--- src/rtl/ka_pkg.sv ---
// Shared definitions for the Karatsuba operand splitter and its recombine counterpart:
// beat-select encodings (steer beats 0/1/2 to recombiner in1/in2/in3) and splitter FSM states.
package ka_pkg;

    localparam logic [1:0] KA_SEL_LO  = 2'd0;
    localparam logic [1:0] KA_SEL_MID = 2'd1;
    localparam logic [1:0] KA_SEL_HI  = 2'd2;

    typedef enum logic [1:0] {
        KA_ST_IDLE = 2'd0,
        KA_ST_LO   = 2'd1,
        KA_ST_MID  = 2'd2,
        KA_ST_HI   = 2'd3
    } ka_split_state_t;

endpackage

--- src/rtl/ka_operand_split_12bit_if.sv ---
// Operand-in / sub-operand-out handshake bundle for ka_operand_split_12bit.
// Carries out_id only when KA_SPLIT_ID_EN is defined.
interface ka_operand_split_12bit_if #(
    parameter int N = 12
);
    localparam int H = N / 2;

    logic         in_valid;
    logic         in_ready;
    logic [N-1:0] in_a;
    logic [N-1:0] in_b;
    logic         out_valid;
    logic         out_ready;
    logic [H-1:0] out_a;
    logic [H-1:0] out_b;
    logic [1:0]   out_sel;
    logic         out_last;
`ifdef KA_SPLIT_ID_EN
    logic [1:0]   out_id;
`endif

    // Splitter side
    modport slave (
        input  in_valid, in_a, in_b, out_ready,
`ifdef KA_SPLIT_ID_EN
        output out_id,
`endif
        output in_ready, out_valid, out_a, out_b, out_sel, out_last
    );

    // Upstream source / downstream sub-multiplier side
    modport master (
        output in_valid, in_a, in_b, out_ready,
`ifdef KA_SPLIT_ID_EN
        input  out_id,
`endif
        input  in_ready, out_valid, out_a, out_b, out_sel, out_last
    );

endinterface

--- src/rtl/ka_operand_split_12bit.sv ---
// Karatsuba GF(2) operand splitter: one N-bit pair in, three H-bit sub-operand beats out (lo, lo^hi, hi).
// Optional KA_SPLIT_ID_EN adds a 2-bit per-pair transaction id on out_id.
//
// state      | meaning
// KA_ST_IDLE | no pair held, ready for a new one
// KA_ST_LO   | presenting low beat (a_lo, b_lo)
// KA_ST_MID  | presenting middle beat (a_lo^a_hi, b_lo^b_hi)
// KA_ST_HI   | presenting high beat; may accept the next pair on the same handshake
module ka_operand_split_12bit #(
    parameter int N = 12
) (
    input  logic                      clk,
    input  logic                      rst_n,
    ka_operand_split_12bit_if.slave   bus
);
    import ka_pkg::*;

    localparam int H = N / 2;

    ka_split_state_t state_q, state_d;

    logic [H-1:0] a_lo_q, a_lo_d, a_hi_q, a_hi_d;
    logic [H-1:0] b_lo_q, b_lo_d, b_hi_q, b_hi_d;

    logic [H-1:0] out_a_q, out_a_d;
    logic [H-1:0] out_b_q, out_b_d;
    logic [1:0]   out_sel_q, out_sel_d;
    logic         out_last_q, out_last_d;

    logic out_valid;
    logic in_ready;
    logic fire;
    logic accept;

    assign out_valid = (state_q != KA_ST_IDLE);
    // in_ready must not depend on in_valid to keep the upstream handshake loop-free
    assign in_ready  = (state_q == KA_ST_IDLE) | ((state_q == KA_ST_HI) & bus.out_ready);
    assign fire      = out_valid & bus.out_ready;
    assign accept    = bus.in_valid & in_ready;

    always_comb begin
        state_d = state_q;
        a_lo_d  = a_lo_q;
        a_hi_d  = a_hi_q;
        b_lo_d  = b_lo_q;
        b_hi_d  = b_hi_q;

        case (state_q)
            KA_ST_IDLE: if (accept) state_d = KA_ST_LO;
            KA_ST_LO:   if (fire)   state_d = KA_ST_MID;
            KA_ST_MID:  if (fire)   state_d = KA_ST_HI;
            KA_ST_HI: begin
                if (accept)     state_d = KA_ST_LO;
                else if (fire)  state_d = KA_ST_IDLE;
            end
            default:            state_d = KA_ST_IDLE;
        endcase

        if (accept) begin
            a_lo_d = bus.in_a[H-1:0];
            a_hi_d = bus.in_a[N-1:H];
            b_lo_d = bus.in_b[H-1:0];
            b_hi_d = bus.in_b[N-1:H];
        end
    end

    // Beat registers decode the upcoming state, so they hold naturally under backpressure
    always_comb begin
        out_a_d    = '0;
        out_b_d    = '0;
        out_sel_d  = KA_SEL_LO;
        out_last_d = 1'b0;

        case (state_d)
            KA_ST_LO: begin
                out_a_d   = a_lo_d;
                out_b_d   = b_lo_d;
                out_sel_d = KA_SEL_LO;
            end
            KA_ST_MID: begin
                out_a_d   = a_lo_d ^ a_hi_d;
                out_b_d   = b_lo_d ^ b_hi_d;
                out_sel_d = KA_SEL_MID;
            end
            KA_ST_HI: begin
                out_a_d    = a_hi_d;
                out_b_d    = b_hi_d;
                out_sel_d  = KA_SEL_HI;
                out_last_d = 1'b1;
            end
            default: begin
                out_a_d    = '0;
                out_b_d    = '0;
                out_sel_d  = KA_SEL_LO;
                out_last_d = 1'b0;
            end
        endcase
    end

    always_ff @(posedge clk or negedge rst_n) begin
        if (!rst_n) begin
            state_q    <= KA_ST_IDLE;
            a_lo_q     <= '0;
            a_hi_q     <= '0;
            b_lo_q     <= '0;
            b_hi_q     <= '0;
            out_a_q    <= '0;
            out_b_q    <= '0;
            out_sel_q  <= KA_SEL_LO;
            out_last_q <= 1'b0;
        end else begin
            state_q    <= state_d;
            a_lo_q     <= a_lo_d;
            a_hi_q     <= a_hi_d;
            b_lo_q     <= b_lo_d;
            b_hi_q     <= b_hi_d;
            out_a_q    <= out_a_d;
            out_b_q    <= out_b_d;
            out_sel_q  <= out_sel_d;
            out_last_q <= out_last_d;
        end
    end

    assign bus.in_ready  = in_ready;
    assign bus.out_valid = out_valid;
    assign bus.out_a     = out_a_q;
    assign bus.out_b     = out_b_q;
    assign bus.out_sel   = out_sel_q;
    assign bus.out_last  = out_last_q;

`ifdef KA_SPLIT_ID_EN
    logic [1:0] id_q, id_d;
    logic [1:0] out_id_q, out_id_d;

    // id_q is the id the next accepted pair will carry; out_id_q latches it for all three beats
    always_comb begin
        id_d     = id_q;
        out_id_d = out_id_q;
        if (accept) begin
            id_d     = id_q + 2'd1;
            out_id_d = id_q;
        end
    end

    always_ff @(posedge clk or negedge rst_n) begin
        if (!rst_n) begin
            id_q     <= 2'd0;
            out_id_q <= 2'd0;
        end else begin
            id_q     <= id_d;
            out_id_q <= out_id_d;
        end
    end

    assign bus.out_id = out_id_q;
`endif

endmodule

--- src/flat_wrapper.sv ---
// flat-port wrapper written by rule: the top's interface ports become plain ports
module ka_operand_split_12bit_flat import ka_pkg::*;
#(
    parameter int N = 12
)
  (clk, rst_n, bus_in_valid, bus_in_a, bus_in_b, bus_out_ready, bus_in_ready, bus_out_valid, bus_out_a, bus_out_b, bus_out_sel, bus_out_last);
  ka_operand_split_12bit_if #(.N(N)) bus_i ();
  input  logic clk;
  input  logic rst_n;
  input wire logic [$bits(bus_i.in_valid)-1:0] bus_in_valid;
  input wire logic [$bits(bus_i.in_a)-1:0] bus_in_a;
  input wire logic [$bits(bus_i.in_b)-1:0] bus_in_b;
  input wire logic [$bits(bus_i.out_ready)-1:0] bus_out_ready;
  output wire logic [$bits(bus_i.in_ready)-1:0] bus_in_ready;
  output wire logic [$bits(bus_i.out_valid)-1:0] bus_out_valid;
  output wire logic [$bits(bus_i.out_a)-1:0] bus_out_a;
  output wire logic [$bits(bus_i.out_b)-1:0] bus_out_b;
  output wire logic [$bits(bus_i.out_sel)-1:0] bus_out_sel;
  output wire logic [$bits(bus_i.out_last)-1:0] bus_out_last;
  assign bus_i.in_valid = bus_in_valid;
  assign bus_i.in_a = bus_in_a;
  assign bus_i.in_b = bus_in_b;
  assign bus_i.out_ready = bus_out_ready;
  assign bus_in_ready = bus_i.in_ready;
  assign bus_out_valid = bus_i.out_valid;
  assign bus_out_a = bus_i.out_a;
  assign bus_out_b = bus_i.out_b;
  assign bus_out_sel = bus_i.out_sel;
  assign bus_out_last = bus_i.out_last;
  ka_operand_split_12bit #(.N(N)) u_core (.clk(clk), .rst_n(rst_n), .bus(bus_i));
endmodule
--- config.mk ---
export PLATFORM = sky130hd
export DESIGN_NAME = ka_operand_split_12bit_flat
export DESIGN_NICKNAME = d
export VERILOG_FILES = /design/src/rtl/ka_pkg.sv /design/src/rtl/ka_operand_split_12bit_if.sv /design/src/rtl/ka_operand_split_12bit.sv /design/src/flat_wrapper.sv
export SDC_FILE = /design/constraint.sdc
export NUM_CORES = 1
export LEC_CHECK = 0
export ABC_AREA = 1
export CORE_MARGIN = 1.5
export CORE_UTILIZATION = 54
export CTS_CLUSTER_SIZE = 12
export DETAILED_ROUTE_END_ITERATION = 8
export PLACE_DENSITY = 0.88
export SKIP_CTS_REPAIR_TIMING = 1
export SLEW_MARGIN = 20
export SYNTH_ARGS = -nofsm -noshare
export SYNTH_HDL_FRONTEND = slang
export SYNTH_SLANG_ARGS = --single-unit
--- constraint.sdc ---
create_clock -name clk -period 2.8 [get_ports clk]
set_input_delay 0.56 -clock clk [delete_from_list [all_inputs] [get_ports clk]]
set_output_delay 0.56 -clock clk [all_outputs]
set_load 0.01 [all_outputs]
* After elaboration in Yosys (flattened, before gate mapping) *
Cells that the tools add are included.

operators by class
  eq/ne operators = 6
  reduce and logical (&&, ||, !) cells = 2
  bitwise operators = 6
  muxes and demuxes = 14

operators by type and width
  kind                                           count
  one-hot mux 6 bit (3 select lines)             2
  two-way mux 6 bit                              4
  XOR 6 bit                                      2
  two-way mux 2 bit                              5
  == test 2 bit, second input constant           4
  one-hot mux 2 bit (4 select lines)             1
  == test 2 x 1 -> 1 bit, second input constant  2
  one-hot mux 2 bit (2 select lines)             1
  bitwise AND 1 bit                              3
  logical NOT 2 bit                              1
  nonzero test 2 bit                             1
  two-way mux 1 bit                              1
  bitwise OR 1 bit                               1

storage, ports and cells
  output and inout port bits = 17
  logic and storage cells = 37
  flip-flop bits (word level) = 41
  input bits = 28

* Depth between registers and ports, before layout *
Gate-level depths: netlist of the first run.

  word-level depth = 8
  gate-level depth with buffers = 12
  mapped depth without buffers = 10

* Least setup slack after synthesis of the first run *
OpenSTA, ideal clock, no wires.

  path kind = input port to output port
  from = input bus_out_ready
  to = output bus_in_ready
  stages on the path = 3
  path slack = 1.327 ns
  arrival time = 0.913 ns
  data required time = 2.240 ns
  buffers on the path = 1
  path through = nand3_1 -> nand2_2 -> buf_2

between the ends
  cells in the longest elaborated chain, start to end = 2

ends and longest elaborated chain
  what                RTL line                      source
  start: declaration  flat_wrapper.sv:13            input wire logic [$bits(bus_i.out_ready)-1:0] bus_out_ready;
  bitwise AND 1 bit   ka_operand_split_12bit.sv:37  assign in_ready = (state_q == KA_ST_IDLE) | ((state_q == KA_ST_HI) & bus.out_ready);
  bitwise OR 1 bit    ka_operand_split_12bit.sv:37
  end: declaration    flat_wrapper.sv:14            output wire logic [$bits(bus_i.in_ready)-1:0] bus_in_ready;

No other way between the ends.

* Worst setup path after layout of the first run *
Same ends and word-level chain as after synthesis.

==> results of run 1 <==
[cell type report]
cell class	count	area, µm²	share of cell area
multi-input cells	176	809.5	0.3050
flip-flops and latches	41	1026	0.3866
clock buffers	7	86.33	0.03253
well taps	48	60.06	0.02263
clock inverters	1	30.03	0.01132
repair buffers	48	465.4	0.1754
inverters	47	176.4	0.06648
[cell families after synthesis]
logic type	count (synthesis)	share of synthesized area
simple gates	175	0.3846
compound gates	1	0.002390
flops	41	0.4904
buf+inv	59	0.1226
[sequential cells by signal, summed over array words and instances (netlist names)]
name,count
u_core.bus.out_sel,2
u_core.b_lo_q,6
u_core.a_hi_q,6
u_core.b_hi_q,6
u_core.a_lo_q,6
u_core.bus.out_a,6
u_core.bus.out_b,6
u_core.bus.out_last,1
u_core.state_q,2
[report_power, final]
part	total (mW)	switching, mW	internal, mW
combinational	1.71	1.03	0.681
clock	0.493	0.202	0.291
sequential	0.990	0.102	0.888
[metal layers]
layer  share of wire  GRT usage  up-vias
li1                -          -      923
met1            0.44     0.2907      867
met2            0.49     0.3839       54
met3           0.049    0.04110       16
met4           0.025     0.1276        0
met5               0          0        -
[worst max-delay path by stage]
stage / from / endpoint
6_report: bus_out_ready / bus_in_ready
2_1_floorplan: bus_out_ready / bus_in_ready
3_3_place_gp: bus_out_ready / u_core.bus.out_a[4]$_DFF_PN0_
5_1_grt: bus_out_ready / bus_in_ready
3_5_place_dp: bus_out_ready / u_core.bus.out_a[4]$_DFF_PN0_
4_1_cts: bus_out_ready / bus_in_ready
[placed cells by master (no fill, tap or decap), drive strengths merged]
| cell | instances |
|---|---|
| nand2 | 108 |
| nand3 | 56 |
| inv | 47 |
| clkdlybuf4s50 | 43 |
| dfrtp | 41 |
| clkbuf | 7 |
| nand3b | 6 |
| buf | 5 |
| nor2 | 5 |
| a21oi | 1 |
| bufinv | 1 |
==> flow_summary.yaml, run 1 <==
worst_setup_path:
  startpoint_type: "primary input"
  worstPathMaxFanout: 5
  r2r_cells: 11
  crit_top_cell: "clkdlybuf4s50_1"
  rr_startpoint: "u_core.state_q[0]$_DFF_PN0_"
  r2r_end: "u_core.bus.out_a[4]$_DFF_PN0_"
  cp-end-kind: "output pin"
  crit_family: "buffers and inverters"
  cp.depth: 4
  crit_arrival_ns: 1.87
  crit_chain: "clkdlybuf4s50_1 -> nand3_1 -> nand2_2 -> clkdlybuf4s50_1"
  critical_path_class: "in -> out"
  max_stage_delay_ns: 0.57
  required_ns: 2.24
  crit_buf_inv: 2
  critPathSlowestCell: "clkdlybuf4s50_1"
  r2r_slack_ns: 0.87
cells_and_area:
  final_cells: 368
  design_area_mm2: 0.002654
  finalNetCount: 347
  final_core_util: 0.7195
  drive_gt1_frac: 0.09688
  insertedDiodeCount: 0
  fillers: 308
  area.growth.synth_to_final_pct: 26.85
synthesis:
  syn_inst: 276
  syn_area_per_cell_um2: 7.580
  yosys-top-cells-area: "dfrtp_1, nand2_1, nand3_1"
  ys_ff_latch: 41
  synth_seq_area_share: 0.4904
  synth_top_cell_area_share: 0.4904
  ys_warn_count: 0
  yosysMostFrequentCell: "nand2_1"
  ys.flop_type: "dfrtp_1"
  ys_types: 18
  synth-edff-count: 0
  syn_area_mm2: 0.002092
  ys_top_cells_by_count: "nand2_1, nand3_1, inv_1"
  yosys.area.top_type: "dfrtp_1"
  synth_fp_nets: 304
  async_reset_ff_frac: 1.000
die:
  die_height_um: 65.24
  chipWidth_um: 65.24
  floorplan.initialDensity: 0.5672
  io_pins: 45
  coreArea_mm2: 0.003689
  die_area_mm2: 0.004256
  num_rows: 22
timing:
  rsz0062_at_grt: "false"
  slew_headroom: 0.4116
  setup_slack_ns: 0.3658
  fin_hold_ws_ns: 0.3785
  post-route-min-period_ns: 2.434
  slew_viol_final: 0
  fmax_ghz: 0.4108
  final-setup-viol-count: 0
  finClkSkew_ns: 0.007366
  tightest_slew_ns: 0.8825
  fin_crit_sh: 0.8693
  finalHoldViolCount: 0
  tns_ns: 0
placement:
  place_congestion: 0.8468
  port_buffers: 44
  hpwl_mm: 2.962
  placed_cells: 360
  place_ws_ns: 0.2248
  placed_area_mm2: 0.002537
drt:
  totalWireLength_mm: 4.381
  viasPerCell: 5.054
  drcViolationCount: 0
  drt_first_pass_iters: 4
  ant_nets: 0
  wire_per_inst_um: 11.90
  num_vias: 1860
  initialDrtViolationCount: 111
cts:
  tritoncts: "done"
  clk_pin_slew_worst_paths_ns: 0.08
  clock_sinks: 41
  cts_made_buffers: 5
  h-tree-depth: 2
  worstSkewPairLatency_ns: 0.30
  cts.path.max_buffers: 2
  cts_root_buffer: "clkbuf_8"
global_route:
  overflow: 0
  grt.total_usage: 0.2330
  grt_max_degree: 42
  grt_pass1_vias: 1758
  grt_pass1_wl_mm: 7.445
  antenna_found_initial: 0
worst_hold_path:
  hp-class: "in -> async"
power_and_ir_drop:
  ir_drop_uv: 573.2
  total_power_mw: 3.191
  p_leak_nw: 1.496
  powerDensity_mw_per_mm2: 1202
job:
  maxCapViolCount: 0
outcome:
  status: "finished, final reports clean"
No activity file was read; power rests on OpenSTA's default activity.
==> run 2: changes to the inputs <==
CORE_UTILIZATION = 50   (was 54)
PLACE_DENSITY = 0.83   (was 0.88)
clock period = 2.6 ns   (was 2.8 ns; I/O delays follow)
==> flow_summary.yaml, run 2 (synthesized netlist as in run 1, its figures left out) <==
cts:
  cts.path.max_buffers: 2
  cts_root_buffer: "clkbuf_8"
  cts_made_buffers: 5
  clock_sinks: 41
  h-tree-depth: 2
  worstSkewPairLatency_ns: 0.29
  tritoncts: "done"
  clk_pin_slew_worst_paths_ns: 0.08
placement:
  hpwl_mm: 3.087
  place_congestion: 0.7751
  place_ws_ns: 0.1194
  port_buffers: 44
drt:
  totalWireLength_mm: 4.483
  drcViolationCount: 0
  ant_nets: 0
  num_vias: 1868
  wire_per_inst_um: 12.12
  viasPerCell: 5.049
  drt_first_pass_iters: 4
  initialDrtViolationCount: 100
cells_and_area:
  area.growth.synth_to_final_pct: 25.36
  layout_common_cells: "nand2_1, nand3_1, inv_1"
  final_common_cell: "nand2_1"
  fillers: 364
  multi_input_area_um2: 809.5
  finalNetCount: 347
  regArea_mm2: 0.001026
  insertedDiodeCount: 0
  drive_gt1_frac: 0.09688
timing:
  fin_crit_sh: 0.9095
  rsz0062_at_grt: "false"
  tns_ns: 0
  slew_headroom: 0.3883
  finalHoldViolCount: 0
  tightest_slew_ns: 0.9176
  slew_viol_final: 0
  final-setup-viol-count: 0
  setup_slack_ns: 0.2352
  fin_hold_ws_ns: 0.3552
  finClkSkew_ns: 0.004161
  post-route-min-period_ns: 2.365
  fmax_ghz: 0.4229
job:
  maxCapViolCount: 0
worst_setup_path:
  startpoint_type: "primary input"
  r2r_slack_ns: 0.72
  crit_arrival_ns: 1.84
  required_ns: 2.08
  cp-end-kind: "output pin"
  critical_path_class: "in -> out"
  worstPathMaxFanout: 5
outcome:
  status: "finished, final reports clean"
power_and_ir_drop:
  p_clk_frac: 0.122
  p_switching_mw: 1.434
  powerDensity_mw_per_mm2: 1262
  total_power_mw: 3.309
  ir_drop_uv: 595.8
  p_leak_nw: 1.482
  netSwitchingFraction: 0.4334
  combPwrFrac: 0.555
  p_int_mw: 1.875
  seq_power_share: 0.323
die:
  num_rows: 23
  die_area_mm2: 0.004581
  coreArea_mm2: 0.004000
  io_pins: 45
  die_height_um: 67.69
  chipWidth_um: 67.69
  floorplan.initialDensity: 0.5230
worst_hold_path:
  hp-class: "in -> async"
global_route:
  overflow: 0
  grt_pass1_vias: 1794
  grt_pass1_wl_mm: 7.569
  grt.total_usage: 0.2232
  grt_max_degree: 42
  antenna_found_initial: 0
## run 2: cell types whose count changed in the layout (fill, tap and decap cells not counted), sizes merged
| cell | change |
|---|---|
| bufinv | -1 |
| clkinv | +2 |
| clkbuf | -1 |
## run 2: cell type report
cell class                 count  area share
multi-input combinational    176      0.3087
sequential                    41      0.3912
clock buffer                   6     0.02767
tap                           50     0.02385
inverter                      47     0.06727
clock inverter                 2    0.003817
timing repair buffer          48      0.1775
## run 2: path summary, 6_finish.rpt
check,from,end,depth (start not counted)
setup / recovery,bus_out_ready,bus_in_ready,4
hold / removal,rst_n,u_core.a_hi_q[3]$_DFF_PN0_,1
setup reg to reg,u_core.state_q[0]$_DFF_PN0_,u_core.bus.out_a[4]$_DFF_PN0_,11
hold reg to reg,u_core.b_hi_q[4]$_DFF_PN0_,u_core.b_hi_q[4]$_DFF_PN0_,2
max in group asynchronous,rst_n,u_core.bus.out_sel[0]$_DFF_PN0_,1
min in group clk,u_core.b_hi_q[4]$_DFF_PN0_,u_core.b_hi_q[4]$_DFF_PN0_,2
## run 2: routing by layer
| metal | up-vias | global-route usage | part of all wire |
|---|---|---|---|
| met4 | 0 | 0.09184 | 0.022 |
| met3 | 9 | 0.05167 | 0.039 |
| met1 | 894 | 0.2638 | 0.44 |
| met5 | - | 0 | 0 |
| li1 | 919 | - | - |
| met2 | 46 | 0.3885 | 0.50 |
## run 2: power groups by stage
| stage | registers, mW | logic (mW) | clock network (mW) |
|---|---|---|---|
| after floorplan | 1.12 | 1.23 | 0 |
| after global placement | 1.07 | 1.76 | 0 |
| after detailed placement | 1.08 | 1.83 | 0 |
| after CTS | 1.07 | 1.84 | 0.411 |
| after global routing | 1.10 | 2.08 | 0.432 |
| final | 1.07 | 1.84 | 0.404 |
## run 2: through the flow
step                std cells    util  area (µm²)
floorplan                 276       -        2092
global placement          362  0.6350        2540
detailed placement        362  0.6350        2540
CTS                       370  0.6556        2623
global route              370  0.6556        2623
finish                    370  0.6556        2623
## run 2: critical path, stage by stage
cell and delay (ns):
clkdlybuf4s50_1 0.54, nand3_1 0.11, nand2_2 0.09, clkdlybuf4s50_1 0.58
